===== config.mk =====
export PLATFORM = sky130hd
export DESIGN_NAME = aes_block_loader_flat
export DESIGN_NICKNAME = d
export VERILOG_FILES = /design/src/rtl/aes_pkg.sv /design/src/rtl/aes_block_loader_if.sv /design/src/rtl/aes_block_loader_byte_packer.sv /design/src/rtl/aes_block_loader.sv /design/src/flat_wrapper.sv
export SDC_FILE = /design/constraint.sdc
export NUM_CORES = 1
export LEC_CHECK = 0
export BUFFER_PORTS_ARGS = -buffer_cell sky130_fd_sc_hd__buf_2
export CAP_MARGIN = 20
export CELL_PAD_IN_SITES_DETAIL_PLACEMENT = 1
export CELL_PAD_IN_SITES_GLOBAL_PLACEMENT = 1
export CORE_MARGIN = 2
export CORE_UTILIZATION = 33
export CTS_BUF_LIST = sky130_fd_sc_hd__clkbuf_4
export DETAILED_ROUTE_END_ITERATION = 8
export GPL_TIMING_DRIVEN = 0
export PLACE_DENSITY = 0.91
export SLEW_MARGIN = 20
export SYNTH_ARGS = -nofsm -noshare
export SYNTH_HDL_FRONTEND = slang
export SYNTH_SLANG_ARGS = --single-unit

===== constraint.sdc =====
create_clock -name clock -period 1.8 [get_ports clock]
set_clock_uncertainty 0.05 [all_clocks]
set_input_delay 0.09 -clock clock [delete_from_list [all_inputs] [get_ports clock]]
set_output_delay 0.09 -clock clock [all_outputs]
set_load 0.005 [all_outputs]

===== src/rtl/aes_pkg.sv =====
// Shared constants and state encoding for the AES block loader front-end.
package aes_pkg;

    localparam int unsigned AES_BLOCK_BYTES = 16;
    localparam int unsigned AES_KEY_BITS    = 128;
    localparam int unsigned AES_BLOCK_BITS  = 8 * AES_BLOCK_BYTES;

    typedef enum logic [1:0] {
        FILL,
        RUN,
        RELEASE
    } loader_state_t;

endpackage


===== src/rtl/aes_block_loader_if.sv =====
// Plaintext byte stream with a valid/ready handshake.
interface aes_block_loader_if;

    logic [7:0] s_data;
    logic       s_valid;
    logic       s_ready;

    modport master (
        output s_data,
        output s_valid,
        input  s_ready
    );

    modport slave (
        input  s_data,
        input  s_valid,
        output s_ready
    );

endinterface


===== src/rtl/aes_block_loader_byte_packer.sv =====
// Shifts accepted bytes into a 128-bit block, first byte in bits [0:7];
// full pulses on the handshake that completes the block.
module aes_byte_packer
    import aes_pkg::*;
(
    input  logic                      clock,
    input  logic                      reset,
    input  logic                      accept,
    input  logic [7:0]                data,
    output logic [0:AES_BLOCK_BITS-1] block,
    output logic                      full
);

    localparam logic [3:0] LastByte = 4'(AES_BLOCK_BYTES - 1);

    logic [3:0]                byte_cnt_q;
    logic [0:AES_BLOCK_BITS-1] block_q;

    assign full  = accept && (byte_cnt_q == LastByte);
    assign block = block_q;

    always_ff @(posedge clock) begin
        if (reset) begin
            byte_cnt_q <= '0;
            block_q    <= '0;
        end else if (accept) begin
            block_q[8*byte_cnt_q +: 8] <= data;
            byte_cnt_q                 <= full ? 4'd0 : byte_cnt_q + 4'd1;
        end
    end

endmodule


===== src/rtl/aes_block_loader.sv =====
// Front-end for the AES-128 core: packs bytes, holds the key, sequences
// start/valid_flag and guards the core with a watchdog.
module aes_block_loader
    import aes_pkg::*;
#(
    parameter int unsigned WDOG_CYCLES = 64
) (
    input  logic                      clock,
    input  logic                      reset,
    aes_block_loader_if.slave         stream,
    input  logic [0:AES_KEY_BITS-1]   key_in,
    input  logic                      key_we,
    output logic [0:AES_KEY_BITS-1]   key,
    output logic [0:AES_BLOCK_BITS-1] plain_text,
    output logic                      start,
    input  logic                      valid_flag,
    output logic                      busy,
    output logic                      timeout_err,
    output logic [15:0]               blocks_done
);

    localparam logic [9:0] WdogLast = 10'(WDOG_CYCLES - 1);

    loader_state_t           state_q, state_d;
    logic [9:0]              wdog_q, wdog_d;
    logic                    timeout_q, timeout_d;
    logic [15:0]             blocks_q, blocks_d;
    logic [0:AES_KEY_BITS-1] key_q;
    logic                    accept;
    logic                    full;

    // Reset gating keeps ready low while the state register is still settling.
    assign stream.s_ready = (state_q == FILL) && !reset;
    assign accept         = stream.s_valid && stream.s_ready;

    aes_byte_packer u_packer (
        .clock  (clock),
        .reset  (reset),
        .accept (accept),
        .data   (stream.s_data),
        .block  (plain_text),
        .full   (full)
    );

    always_comb begin
        state_d   = state_q;
        wdog_d    = wdog_q;
        timeout_d = timeout_q;
        blocks_d  = blocks_q;
        unique case (state_q)
            FILL: begin
                if (full) begin
                    state_d = RUN;
                    wdog_d  = '0;
                end
            end
            RUN: begin
                wdog_d = wdog_q + 10'd1;
                // Completion takes priority over a coincident watchdog expiry.
                if (valid_flag) begin
                    blocks_d = blocks_q + 16'd1;
                    state_d  = RELEASE;
                end else if (wdog_q == WdogLast) begin
                    timeout_d = 1'b1;
                    state_d   = RELEASE;
                end
            end
            RELEASE: begin
                if (!valid_flag) begin
                    state_d = FILL;
                end
            end
            default: state_d = FILL;
        endcase
    end

    always_ff @(posedge clock) begin
        if (reset) begin
            state_q   <= FILL;
            wdog_q    <= '0;
            timeout_q <= 1'b0;
            blocks_q  <= '0;
            key_q     <= '0;
        end else begin
            state_q   <= state_d;
            wdog_q    <= wdog_d;
            timeout_q <= timeout_d;
            blocks_q  <= blocks_d;
            // Key is frozen while the core is encrypting.
            if (key_we && (state_q != RUN)) begin
                key_q <= key_in;
            end
        end
    end

    assign key         = key_q;
    assign start       = (state_q == RUN);
    assign busy        = (state_q == RUN) || (state_q == RELEASE);
    assign timeout_err = timeout_q;
    assign blocks_done = blocks_q;

endmodule


===== src/flat_wrapper.sv =====
// flat-port wrapper written by rule: the top's interface ports become plain ports
module aes_block_loader_flat import aes_pkg::*;
#(
    parameter int unsigned WDOG_CYCLES = 64
)
  (clock, reset, key_in, key_we, key, plain_text, start, valid_flag, busy, timeout_err, blocks_done, stream_s_data, stream_s_valid, stream_s_ready);
  aes_block_loader_if stream_i ();
  input  logic clock;
  input  logic reset;
  input  logic [0:AES_KEY_BITS-1] key_in;
  input  logic key_we;
  output logic [0:AES_KEY_BITS-1] key;
  output logic [0:AES_BLOCK_BITS-1] plain_text;
  output logic start;
  input  logic valid_flag;
  output logic busy;
  output logic timeout_err;
  output logic [15:0] blocks_done;
  input wire logic [$bits(stream_i.s_data)-1:0] stream_s_data;
  input wire logic [$bits(stream_i.s_valid)-1:0] stream_s_valid;
  output wire logic [$bits(stream_i.s_ready)-1:0] stream_s_ready;
  assign stream_i.s_data = stream_s_data;
  assign stream_i.s_valid = stream_s_valid;
  assign stream_s_ready = stream_i.s_ready;
  aes_block_loader #(.WDOG_CYCLES(WDOG_CYCLES)) u_core (.clock(clock), .reset(reset), .stream(stream_i), .key_in(key_in), .key_we(key_we), .key(key), .plain_text(plain_text), .start(start), .valid_flag(valid_flag), .busy(busy), .timeout_err(timeout_err), .blocks_done(blocks_done));
endmodule

==> results of run 1 <==
==> synthesized netlist by cell type (all sizes together) (3+ instances only) <==
master  number
nor3         8
mux2i       73
nand2      327
nor2b        8
inv         13
o21a         3
or3          3
dfxtp      289
buf         13
and2        24
nand2b       5
nor4         4
and3         5
nand4b       3
nand3       47
xnor2        9
ha          12
nand3b       3
a21oi      197
xor2         3
clkbuf      65
o31ai        9
o21ai       28
or4          7
nor2       101
and3b        3
nand4        5
==> state kept, by name, summed over array words and instances (netlist names) <==
name                        count
u_core.blocks_done             16
u_core.u_packer.block         128
u_core.timeout_err              1
u_core.u_packer.byte_cnt_q      4
u_core.key                    128
u_core.state_q                  2
u_core.wdog_q                  10
==> cell type report <==
cell class | instances | area, µm²
multi-input cells | 897 | 5380
plain buffers | 76 | 624
inverters | 13 | 62.6
fillers | 3881 | 15100
clock buffers | 116 | 871
well taps | 442 | 553
repair buffers | 599 | 3940
diodes | 13 | 32.5
clock inverters | 28 | 153
flip-flops and latches | 289 | 5800
==> kinds of logic after synthesis <==
kind of cell,after synthesis
AO/OA/AOI/OAI,244
XOR/XNOR,12
buffers and inverters,91
AND/OR/NAND/NOR,555
flip-flops,289
multiplexers,74
adder cells (fa/ha/maj),12
==> final timing paths <==
path / to / depth (start not counted) / startpoint / slack (ps)
setup / recovery: u_core.u_packer.block[118]$_SDFFE_PP0P_ / 8 / u_core.u_packer.byte_cnt_q[0]$_SDFFE_PP0P_ / -400
setup reg to reg: u_core.u_packer.block[118]$_SDFFE_PP0P_ / 8 / u_core.u_packer.byte_cnt_q[0]$_SDFFE_PP0P_ / -400
hold / removal: u_core.key[121]$_SDFFE_PP0P_ / 4 / key_in[121] / 40
hold reg to reg: u_core.key[1]$_SDFFE_PP0P_ / 2 / u_core.key[1]$_SDFFE_PP0P_ / 410
==> metrics by stage <==
step	hold slack, ps	setup TNS [ps]	worst slack, ps	std cells
final	40.0	-2630	-402	2473
after CTS	10.2	-157	-73.6	2437
after global placement	281	-79400	-817	2135
after global routing	48.8	-6970	-456	2471
after detailed placement	289	-98950	-814	2135
after floorplan	176	0	45.3	1277
==> layer usage <==
layer | track usage, % | up-vias | wire, µm
li1 | - | 5666 | -
met1 | 32.1 | 6669 | 22400
met2 | 57.6 | 1153 | 31900
met3 | 11.3 | 459 | 7140
met4 | 26.0 | 0 | 6670
met5 | 0 | - | 0
==> repair_timing <==
item                       in CTS  in global routing
setup buffers                  20                 18
hold endpoints to repair      277                  0
cloned                          0                  5
resized for setup             122                195
setup endpoints to repair     273                239
pin swaps                      23                 29
hold buffers                  140                  0
==> power by group through the flow <==
stage | Combinational (µW) | Clock [µW] | Sequential, µW
floorplan | 492 | 0 | 6810
global placement | 1090 | 0 | 6800
detailed placement | 1130 | 0 | 6810
CTS | 1460 | 6190 | 6670
global route | 1880 | 6960 | 6720
finish | 1830 | 6670 | 6720
==> tightest hold or removal path, stage by stage <==
cell           delay [ps]
dlygate4sd3_1         540
buf_2                 130
nand2_1                50
a21oi_1                50
==> impl_metrics.py, run 1 <==
metrics = {
    "setup_path": {
        "crit_path_top_delay_cell": "a21oi_1",
        "worst_setup_path_end_kind": "flip-flop",
        "critPathBufInv": 3,
        "critPathRequiredTime_ps": 2380,
        "longest_individual_stage_delay_on_the_worst_path_ps": 420,
        "critPathTopFamily": "simple AND/OR/NAND/NOR gates",
        "crit_chain": "inv_4 -> ha_4 -> nand4b_1 -> buf_6 -> buf_12 -> nor2_4 -> nand2_1 -> a21oi_1",
        "start_kind": "flip-flop",
        "cp_max_fo": 8,
        "signal_arrival_time_at_the_worst_endpoint_ps": 2780,
        "timing.setup.critical_path_class": "reg -> reg",
    },
    "synthesis": {
        "yosys_synthesis_warning_count": 0,
        "synth_largest_area_cell": "dfxtp_1",
        "synth_compound_area_share_pct": 11.8,
        "synth_sequential_area_ratio_pct": 53.2,
        "synth-xor-area-share_pct": 0.966,
        "synth_area_per_inst_um2": 8.52,
        "yosys.area_share.simple_pct": 22.5,
        "synth_top_family_by_area": "simple AND/OR/NAND/NOR gates",
        "synthesis.nets": 1430,
        "synth_enable_flop_cells": 0,
        "synth_area_leaders": "dfxtp_1 53%, nand2_1 11%, a21oi_1 9.1%",
        "ys_seq_elements": 289,
        "syn_area_um2": 10900,
        "synth_fa_ha_area_share_pct": 1.38,
        "synthDistinctLibCells": 46,
        "ys_dominant_reg_cell": "dfxtp_1",
        "ys_async_sr_fraction_pct": 0,
        "synthDominantCellAreaShare_pct": 53.2,
        "muxShareOfSynthArea_pct": 6.82,
        "synthesis.instances": 1277,
    },
    "placement": {
        "gpl.final_weighted_congestion": 0.885,
        "dpl_cell_area_um2": 13500,
        "port_buffers": 416,
        "detailedPlacementHpwl_um": 32900,
    },
    "detailed_routing": {
        "dr.first_iter.drc_count": 1051,
        "routed_wire_length_per_instance_um": 27.5,
        "routed_vias": 13900,
        "drt_wl_total_um": 68100,
        "drt_pre_antenna_iters": 6,
        "drt-vias-per-instance": 5.64,
        "detail-route-antenna-nets": 0,
        "number_of_drc_violations_after_detailed_routing": 0,
    },
    "clocking": {
        "clock-sinks": 289,
        "worst_setup_hold_path_clk_slew_ps": 80,
        "cts_tree": "yes",
        "cts_buffer_depth": 3,
        "number_of_buffers_created_by_cts": 82,
        "cts.htree.levels": 3,
        "worst_skew_pair_latency_ps": 800,
        "ctsRootBufferMaster": "clkbuf_4",
    },
    "timing": {
        "period_minus_slack_ps": 2200,
        "timing.final.max_slew_violations": 0,
        "finish_stage_setup_viols": 53,
        "tightestPinTransition_ps": 879,
        "timing.fmax_mhz": 454,
        "rsz0062_at_grt": "yes",
        "final_hold_viol_count": 0,
        "layout_worst_path_cycle_share_pct": 122,
        "final.setup.worst_slack_ps": -402,
        "timing.slew.headroom_pct": 41.4,
    },
    "pwr": {
        "cellLeakagePower_uw": 0.00780,
        "switching_share_pct": 31.3,
        "p_int_uw": 10500,
        "clock_power_share_pct": 43.8,
        "power_density_nw_per_um2": 874,
        "comb_power_share_pct": 12.0,
        "seqPwrFrac_pct": 44.2,
        "fin_total_pwr_uw": 15200,
        "worst_vdd_rail_ir_drop_v": 0.000869,
        "p_switching_uw": 4760,
    },
    "global_routing": {
        "largest_net_degree_at_the_start_of_global_routing": 13,
        "first_global_vias": 14600,
        "first_pass_grt_wire_length_um": 86100,
        "grt_antenna_before_repair": 12,
        "globalRouteTotalUtil_pct": 33.1,
        "overflow": 0,
    },
    "layout": {
        "final_util_pct": 53.5,
        "stdcell_area_um2": 17400,
        "layout.cells.most_common_list": "418 x buf_2, 315 x nand2_1, 283 x dfxtp_1",
        "areaGrowthSynthToFinish_pct": 59.9,
        "num-nets-final": 2111,
        "share_of_post_route_cells_with_drive_strength_above_1_pct": 38.8,
        "final_common_cell": "buf_2",
    },
    "job": {
        "maxCapViolations": 0,
    },
    "status": {
        "failed_checks": "negative setup slack",
        "status": "finished, violations left",
    },
    "floorplan": {
        "die_width_um": 186,
        "floorplan.die.height_um": 186,
        "rows": 66,
        "start_util_pct": 33.5,
        "pin_count": 417,
        "core_region_area_um2": 32500,
        "dieArea_um2": 34500,
    },
    "hold_path": {
        "hold_class": "in -> reg",
    },
}
(Power assumes the default switching activity.)
==> inputs of run 2 (changes only) <==
--- a/config.mk
+++ b/config.mk
@@ -15,6 +15,7 @@
 export DETAILED_ROUTE_END_ITERATION = 8
 export GPL_TIMING_DRIVEN = 0
 export PLACE_DENSITY = 0.91
+export REMOVE_ABC_BUFFERS = 1
 export SLEW_MARGIN = 20
 export SYNTH_ARGS = -nofsm -noshare
 export SYNTH_HDL_FRONTEND = slang
==> constraint.sdc (replaced) <==
create_clock -name clock -period 1.8 [get_ports clock]
set_clock_uncertainty 0.05 [all_clocks]
set_input_delay 0.09 -clock clock [delete_from_list [all_inputs] [get_ports clock]]
set_output_delay 0.09 -clock clock [all_outputs]
set_load 0.1 [all_outputs]
==> run 2 against run 1 <==
The flow finishes with violations (negative hold slack, negative setup slack). Sequential share of layout area decreased by 0.79 points. Non-clock buffer count decreased by 31. Sequential cell count unchanged. Core utilization increased by 1.3 points. Die area unchanged. Final cell count decreased by 1.4%. Worst setup slack improved by 37 ps. Total power increased by 7.1%. Hold slack got worse by 82 ps. Fmax increased by 1.7%. First-iteration DRC count decreased by 4.0%. Routed wire length decreased by 4.3%. Critical endpoint is now u_core.u_packer.block[117]$_SDFFE_PP0P_. Largest cell class unchanged.
==> impl_metrics.py, run 2 (synthesis gave the netlist of run 1 again) <==
metrics = {
    "layout": {
        "num-nets-final": 2085,
        "layout.cells.most_common_list": "388 x buf_2, 309 x nand2_1, 282 x dfxtp_1",
        "final_common_cell": "buf_2",
        "final_util_pct": 54.8,
        "seqCellArea_um2": 5800,
        "final_cell_count_no_fill": 2438,
        "areaGrowthSynthToFinish_pct": 63.9,
        "stdcell_area_um2": 17800,
        "multi_input_area_um2": 5600,
        "share_of_post_route_cells_with_drive_strength_above_1_pct": 41.4,
        "fillCellCount": 3832,
    },
    "placement": {
        "place_worst_setup_slack_ps": -890,
        "detailedPlacementHpwl_um": 27900,
        "gpl.final_weighted_congestion": 0.788,
        "dp.cells": 2064,
        "dpl_cell_area_um2": 13400,
        "port_buffers": 416,
    },
    "clocking": {
        "cts-hold-fix-buffers": 145,
        "ctsRootBufferMaster": "clkbuf_4",
        "worst_setup_hold_path_clk_slew_ps": 80,
        "worst_skew_pair_latency_ps": 790,
        "clock-sinks": 289,
        "cts_tree": "yes",
        "cts_buffer_depth": 3,
        "cts.htree.levels": 3,
        "number_of_buffers_created_by_cts": 81,
    },
    "pwr": {
        "p_int_uw": 10600,
        "seqPwrFrac_pct": 41.1,
        "switching_share_pct": 34.7,
        "comb_power_share_pct": 18.4,
        "cellLeakagePower_uw": 0.00788,
        "p_switching_uw": 5660,
        "clock_power_share_pct": 40.4,
        "power_density_nw_per_um2": 914,
        "worst_vdd_rail_ir_drop_v": 0.000654,
    },
    "floorplan": {
        "die_width_um": 186,
        "pin_count": 417,
        "floorplan.die.height_um": 186,
        "rows": 66,
        "dieArea_um2": 34500,
        "core_region_area_um2": 32500,
        "start_util_pct": 33.5,
    },
    "global_routing": {
        "overflow": 0,
        "globalRouteTotalUtil_pct": 30.2,
        "largest_net_degree_at_the_start_of_global_routing": 120,
        "first_pass_grt_wire_length_um": 79700,
        "grt_antenna_before_repair": 8,
        "first_global_vias": 14100,
    },
    "timing": {
        "layout_worst_path_cycle_share_pct": 120,
        "period_minus_slack_ps": 2160,
        "rsz0062_at_grt": "yes",
        "timing.fmax_mhz": 462,
        "timing.slew.headroom_pct": 54.4,
        "tightestPinTransition_ps": 682,
        "final_hold_viol_count": 5,
        "worst_hold_slack_across_all_endpoints_ps": -41.8,
        "finish_stage_setup_viols": 130,
        "final.setup.worst_slack_ps": -365,
        "timing.final.max_slew_violations": 0,
    },
    "setup_path": {
        "reg2regPathDepth": 8,
        "cp_max_fo": 8,
        "worstReg2RegEnd": "u_core.u_packer.block[117]$_SDFFE_PP0P_",
        "start_kind": "flip-flop",
        "r2r_start": "u_core.u_packer.byte_cnt_q[0]$_SDFFE_PP0P_",
        "worst_setup_path_end_kind": "flip-flop",
        "timing.reg2reg.setup_slack_ps": -360,
        "critPathRequiredTime_ps": 2360,
        "signal_arrival_time_at_the_worst_endpoint_ps": 2720,
        "timing.setup.critical_path_class": "reg -> reg",
    },
    "detailed_routing": {
        "drt_pre_antenna_iters": 6,
        "routed_wire_length_per_instance_um": 26.7,
        "detail-route-antenna-nets": 0,
        "drt_wl_total_um": 65100,
        "routed_vias": 13500,
        "drt-vias-per-instance": 5.53,
        "number_of_drc_violations_after_detailed_routing": 0,
        "dr.first_iter.drc_count": 1009,
    },
    "status": {
        "failed_checks": "negative hold slack, negative setup slack",
        "status": "finished, violations left",
    },
    "hold_path": {
        "hold-path-endpoint": "u_core.u_packer.block[84]$_SDFFE_PP0P_",
        "holdCritStartpoint": "reset",
        "worstHoldPathCells": 4,
        "hold_class": "in -> reg",
    },
    "job": {
        "maxCapViolations": 0,
    },
}
[run 2: metrics by stage]
step	TNS (ps)	hold WS, ps	total power [µW]
5_1_grt	-19200	-16.9	16700
2_1_floorplan	-522220	109	8420
3_3_place_gp	-1338560	280	9030
4_1_cts	-7140	-92.5	15600
3_5_place_dp	-158880	288	9080
6_report	-10300	-41.8	16300
[run 2: how the worst max path moves through the flow]
stage | start | end | slack, ps | cells past startpoint
3_3_place_gp | u_core.state_q[1]$_SDFFE_PP0P_ | u_core.key[114]$_SDFFE_PP0P_ | -6930 | 5
5_1_grt | u_core.state_q[1]$_SDFFE_PP0P_ | u_core.u_packer.block[117]$_SDFFE_PP0P_ | -360 | 10
2_1_floorplan | u_core.state_q[1]$_SDFFE_PP0P_ | u_core.key[0]$_SDFFE_PP0P_ | -3890 | 5
4_1_cts | u_core.state_q[0]$_SDFFE_PP0P_ | stream_s_ready | -180 | 4
6_report | u_core.u_packer.byte_cnt_q[0]$_SDFFE_PP0P_ | u_core.u_packer.block[117]$_SDFFE_PP0P_ | -360 | 8
3_5_place_dp | u_core.state_q[0]$_SDFFE_PP0P_ | u_core.u_packer.block[113]$_SDFFE_PP0P_ | -890 | 6
[run 2: layer usage]
layer | GRT usage, % | vias up | routed length [µm]
met5 | 0 | - | 0
met4 | 20.6 | 0 | 4860
met3 | 9.63 | 350 | 6050
met2 | 54.8 | 928 | 32500
met1 | 29.1 | 6566 | 21700
li1 | - | 5629 | -
[run 2: critical path, cell delays in order (launching register included)]
cell and delay, ps:
dfxtp_4 400, clkinvlp_4 160, ha_2 240, nand4b_1 150
buf_6 180, buf_12 130, nor2_4 220, nand2_1 100
a21oi_1 370
[run 2: layout make-up]
type / count / share of cell area (%)
clock buffer: 126 / 5.30
inverter: 13 / 0.344
tap: 442 / 3.10
timing repair buffer: 644 / 26.8
antenna: 9 / 0.126
sequential: 289 / 32.5
clock inverter: 12 / 0.407
multi-input combinational: 903 / 31.4
[run 2: power groups by stage]
| stage | registers [µW] | logic (µW) | clock network, µW |
|---|---|---|---|
| floorplan | 8000 | 420 | 0 |
| global placement | 6790 | 2240 | 0 |
| detailed placement | 6800 | 2270 | 0 |
| CTS | 6670 | 2630 | 6340 |
| global route | 6710 | 3070 | 6930 |
| finish | 6710 | 3010 | 6590 |
[run 2: repair_timing]
item	in CTS	in global routing
setup endpoints to repair	304	265
endpoints found under the hold margin	280	2
gates cloned	2	15
pin swaps	32	38
resized for setup	85	195
buffers inserted	31	37
==> inputs of run 3 (changes only) <==
--- a/config.mk
+++ b/config.mk
@@ -14,9 +14,8 @@
 export CTS_BUF_LIST = sky130_fd_sc_hd__clkbuf_4
 export DETAILED_ROUTE_END_ITERATION = 8
 export GPL_TIMING_DRIVEN = 0
-export PLACE_DENSITY = 0.91
+export PLACE_DENSITY = 0.8
 export REMOVE_ABC_BUFFERS = 1
-export SLEW_MARGIN = 20
 export SYNTH_ARGS = -nofsm -noshare
 export SYNTH_HDL_FRONTEND = slang
 export SYNTH_SLANG_ARGS = --single-unit
==> run 3 against run 2 <==
The run still ends with negative hold slack, negative setup slack left. Sequential share of layout area fell by 0.99 points. Register-to-register slack got worse by 60 ps. Sequential power barely moved. Core utilization rose by 1.7 points. Fmax fell by 2.9%. Worst setup slack got worse by 64 ps. Design area rose by 3.1%. Global-route usage fell by 1.3 points. Clock power fell by 3.0%. Critical endpoint is now u_core.key[108]$_SDFFE_PP0P_. Largest power group unchanged.
==> impl_metrics.py, run 3 (synthesis gave the netlist of run 1 again) <==
metrics = {
    "status": {
        "status": "finished, violations left",
        "failed_checks": "negative hold slack, negative setup slack",
    },
    "pwr": {
        "fin_total_pwr_uw": 16400,
        "clock_power_share_pct": 39.1,
        "power_density_nw_per_um2": 890,
        "p_switching_uw": 5810,
        "seqPwrFrac_pct": 41.1,
        "worst_vdd_rail_ir_drop_v": 0.000698,
        "switching_share_pct": 35.5,
        "p_int_uw": 10600,
        "comb_power_share_pct": 19.8,
        "cellLeakagePower_uw": 0.00802,
    },
    "clocking": {
        "ctsRootBufferMaster": "clkbuf_4",
        "cts_buffer_depth": 3,
        "cts.htree.levels": 3,
        "worst_setup_hold_path_clk_slew_ps": 110,
        "cts_tree": "yes",
        "worst_skew_pair_latency_ps": 800,
        "cts-hold-fix-buffers": 151,
        "number_of_buffers_created_by_cts": 81,
        "clock-sinks": 289,
    },
    "floorplan": {
        "die_width_um": 186,
        "pin_count": 417,
        "rows": 66,
        "core_region_area_um2": 32500,
        "dieArea_um2": 34500,
        "start_util_pct": 33.5,
        "floorplan.die.height_um": 186,
    },
    "setup_path": {
        "worstReg2RegEnd": "u_core.key[108]$_SDFFE_PP0P_",
        "signal_arrival_time_at_the_worst_endpoint_ps": 2870,
        "critPathRequiredTime_ps": 2440,
        "start_kind": "flip-flop",
        "reg2regPathDepth": 9,
        "cp_max_fo": 7,
        "timing.reg2reg.setup_slack_ps": -430,
        "r2r_start": "u_core.state_q[1]$_SDFFE_PP0P_",
        "timing.setup.critical_path_class": "reg -> reg",
        "worst_setup_path_end_kind": "flip-flop",
    },
    "hold_path": {
        "worstHoldPathCells": 2,
        "holdCritStartpoint": "reset",
        "hold_class": "in -> reg",
        "hold-path-endpoint": "u_core.u_packer.block[83]$_SDFFE_PP0P_",
    },
    "global_routing": {
        "first_global_vias": 13400,
        "first_pass_grt_wire_length_um": 76300,
        "largest_net_degree_at_the_start_of_global_routing": 150,
        "overflow": 0,
        "globalRouteTotalUtil_pct": 28.9,
        "grt_antenna_before_repair": 13,
    },
    "layout": {
        "final_common_cell": "buf_2",
        "layout.cells.most_common_list": "297 x buf_2, 282 x dfxtp_1, 279 x nand2_1",
        "share_of_post_route_cells_with_drive_strength_above_1_pct": 40.2,
        "areaGrowthSynthToFinish_pct": 68.9,
        "num-nets-final": 2107,
        "final_util_pct": 56.5,
    },
    "detailed_routing": {
        "number_of_drc_violations_after_detailed_routing": 0,
        "routed_vias": 13500,
        "drt-vias-per-instance": 5.47,
        "detail-route-antenna-nets": 0,
        "drt_pre_antenna_iters": 7,
        "dr.first_iter.drc_count": 868,
        "routed_wire_length_per_instance_um": 26.3,
        "drt_wl_total_um": 64700,
    },
    "timing": {
        "finish_stage_setup_viols": 137,
        "final_hold_viol_count": 107,
        "timing.final.max_slew_violations": 0,
        "tightestPinTransition_ps": 940,
        "rsz0062_at_grt": "yes",
        "layout_worst_path_cycle_share_pct": 124,
        "timing.slew.headroom_pct": 37.3,
        "timing.fmax_mhz": 449,
        "period_minus_slack_ps": 2230,
        "worst_hold_slack_across_all_endpoints_ps": -294,
        "final.setup.worst_slack_ps": -429,
    },
    "placement": {
        "gpl.final_weighted_congestion": 0.744,
        "detailedPlacementHpwl_um": 27400,
        "place_worst_setup_slack_ps": -928,
        "port_buffers": 416,
    },
    "job": {
        "maxCapViolations": 0,
    },
}
## run 3: cell count changes in the layout (fill, tap and decap cells not counted), moves of 14 or more
cell	before	now
a21oi_1	127	141
a21oi_2	70	54
buf_2	388	297
clkbuf_4	134	215
nand2_1	309	279
nand2_2	15	29
nand2_4	3	19
## run 3: worst max path at each step
| stage | startpoint | endpoint | slack [ps] |
|---|---|---|---|
| final | u_core.state_q[1]$_SDFFE_PP0P_ | u_core.key[108]$_SDFFE_PP0P_ | -430 |
| after global routing | u_core.state_q[1]$_SDFFE_PP0P_ | u_core.key[108]$_SDFFE_PP0P_ | -420 |
| after CTS | u_core.state_q[1]$_SDFFE_PP0P_ | stream_s_ready | -140 |
| after detailed placement | reset | u_core.u_packer.block[109]$_SDFFE_PP0P_ | -930 |
| after global placement | u_core.state_q[1]$_SDFFE_PP0P_ | u_core.key[5]$_SDFFE_PP0P_ | -7380 |
| after floorplan | u_core.state_q[1]$_SDFFE_PP0P_ | u_core.key[0]$_SDFFE_PP0P_ | -3890 |
## run 3: layout make-up
class / count / area, µm²
repair buffers: 664 / 5400
diodes: 13 / 32.5
clock inverters: 20 / 131
flip-flops and latches: 289 / 5800
fillers: 3778 / 14100
inverters: 13 / 60.1
well taps: 442 / 553
clock buffers: 114 / 856
multi-input cells: 905 / 5550
## run 3: what timing repair did
action                                  in CTS  in global routing
gates resized for setup                     87                281
buffers inserted                            37                 30
pin swaps                                   54                 40
endpoints found under the hold margin      278                143
endpoints found under the setup margin     300                379
cloned                                       4                 31
## run 3: routing by layer
metal / vias up / track usage [%] / share of wire [%]
met3: 380 / 10.1 / 10
met5: - / 0 / 0.079
met4: 8 / 17.8 / 8.1
met2: 938 / 50.8 / 47
li1: 5685 / - / -
met1: 6445 / 29.4 / 34
## run 3: per-stage QoR
step	instance area (µm²)	setup TNS [ps]	cells
finish	18400	-8650	2460
global route	18400	-14190	2457
CTS	16600	-2330	2386
detailed placement	13300	-187800	2062
global placement	13200	-1418780	2057
floorplan	10600	-522220	1199
## run 3: power by group through the flow
stage                     Clock [µW]  Combinational, µW  Sequential [µW]
after global placement             0               2270             6790
final                           6390               3240             6730
after floorplan                    0                420             8000
after CTS                       6110               2640             6670
after detailed placement           0               2270             6810
after global routing            6770               3300             6730
## run 3: critical path, stage by stage (launching register included)
cell	delay, ps
dfxtp_2	340
inv_4	70
buf_6	100
ha_4	240
clkinvlp_4	200
buf_6	200
nand2_8	150
clkbuf_16	200
nand2_1	70
a21oi_1	490
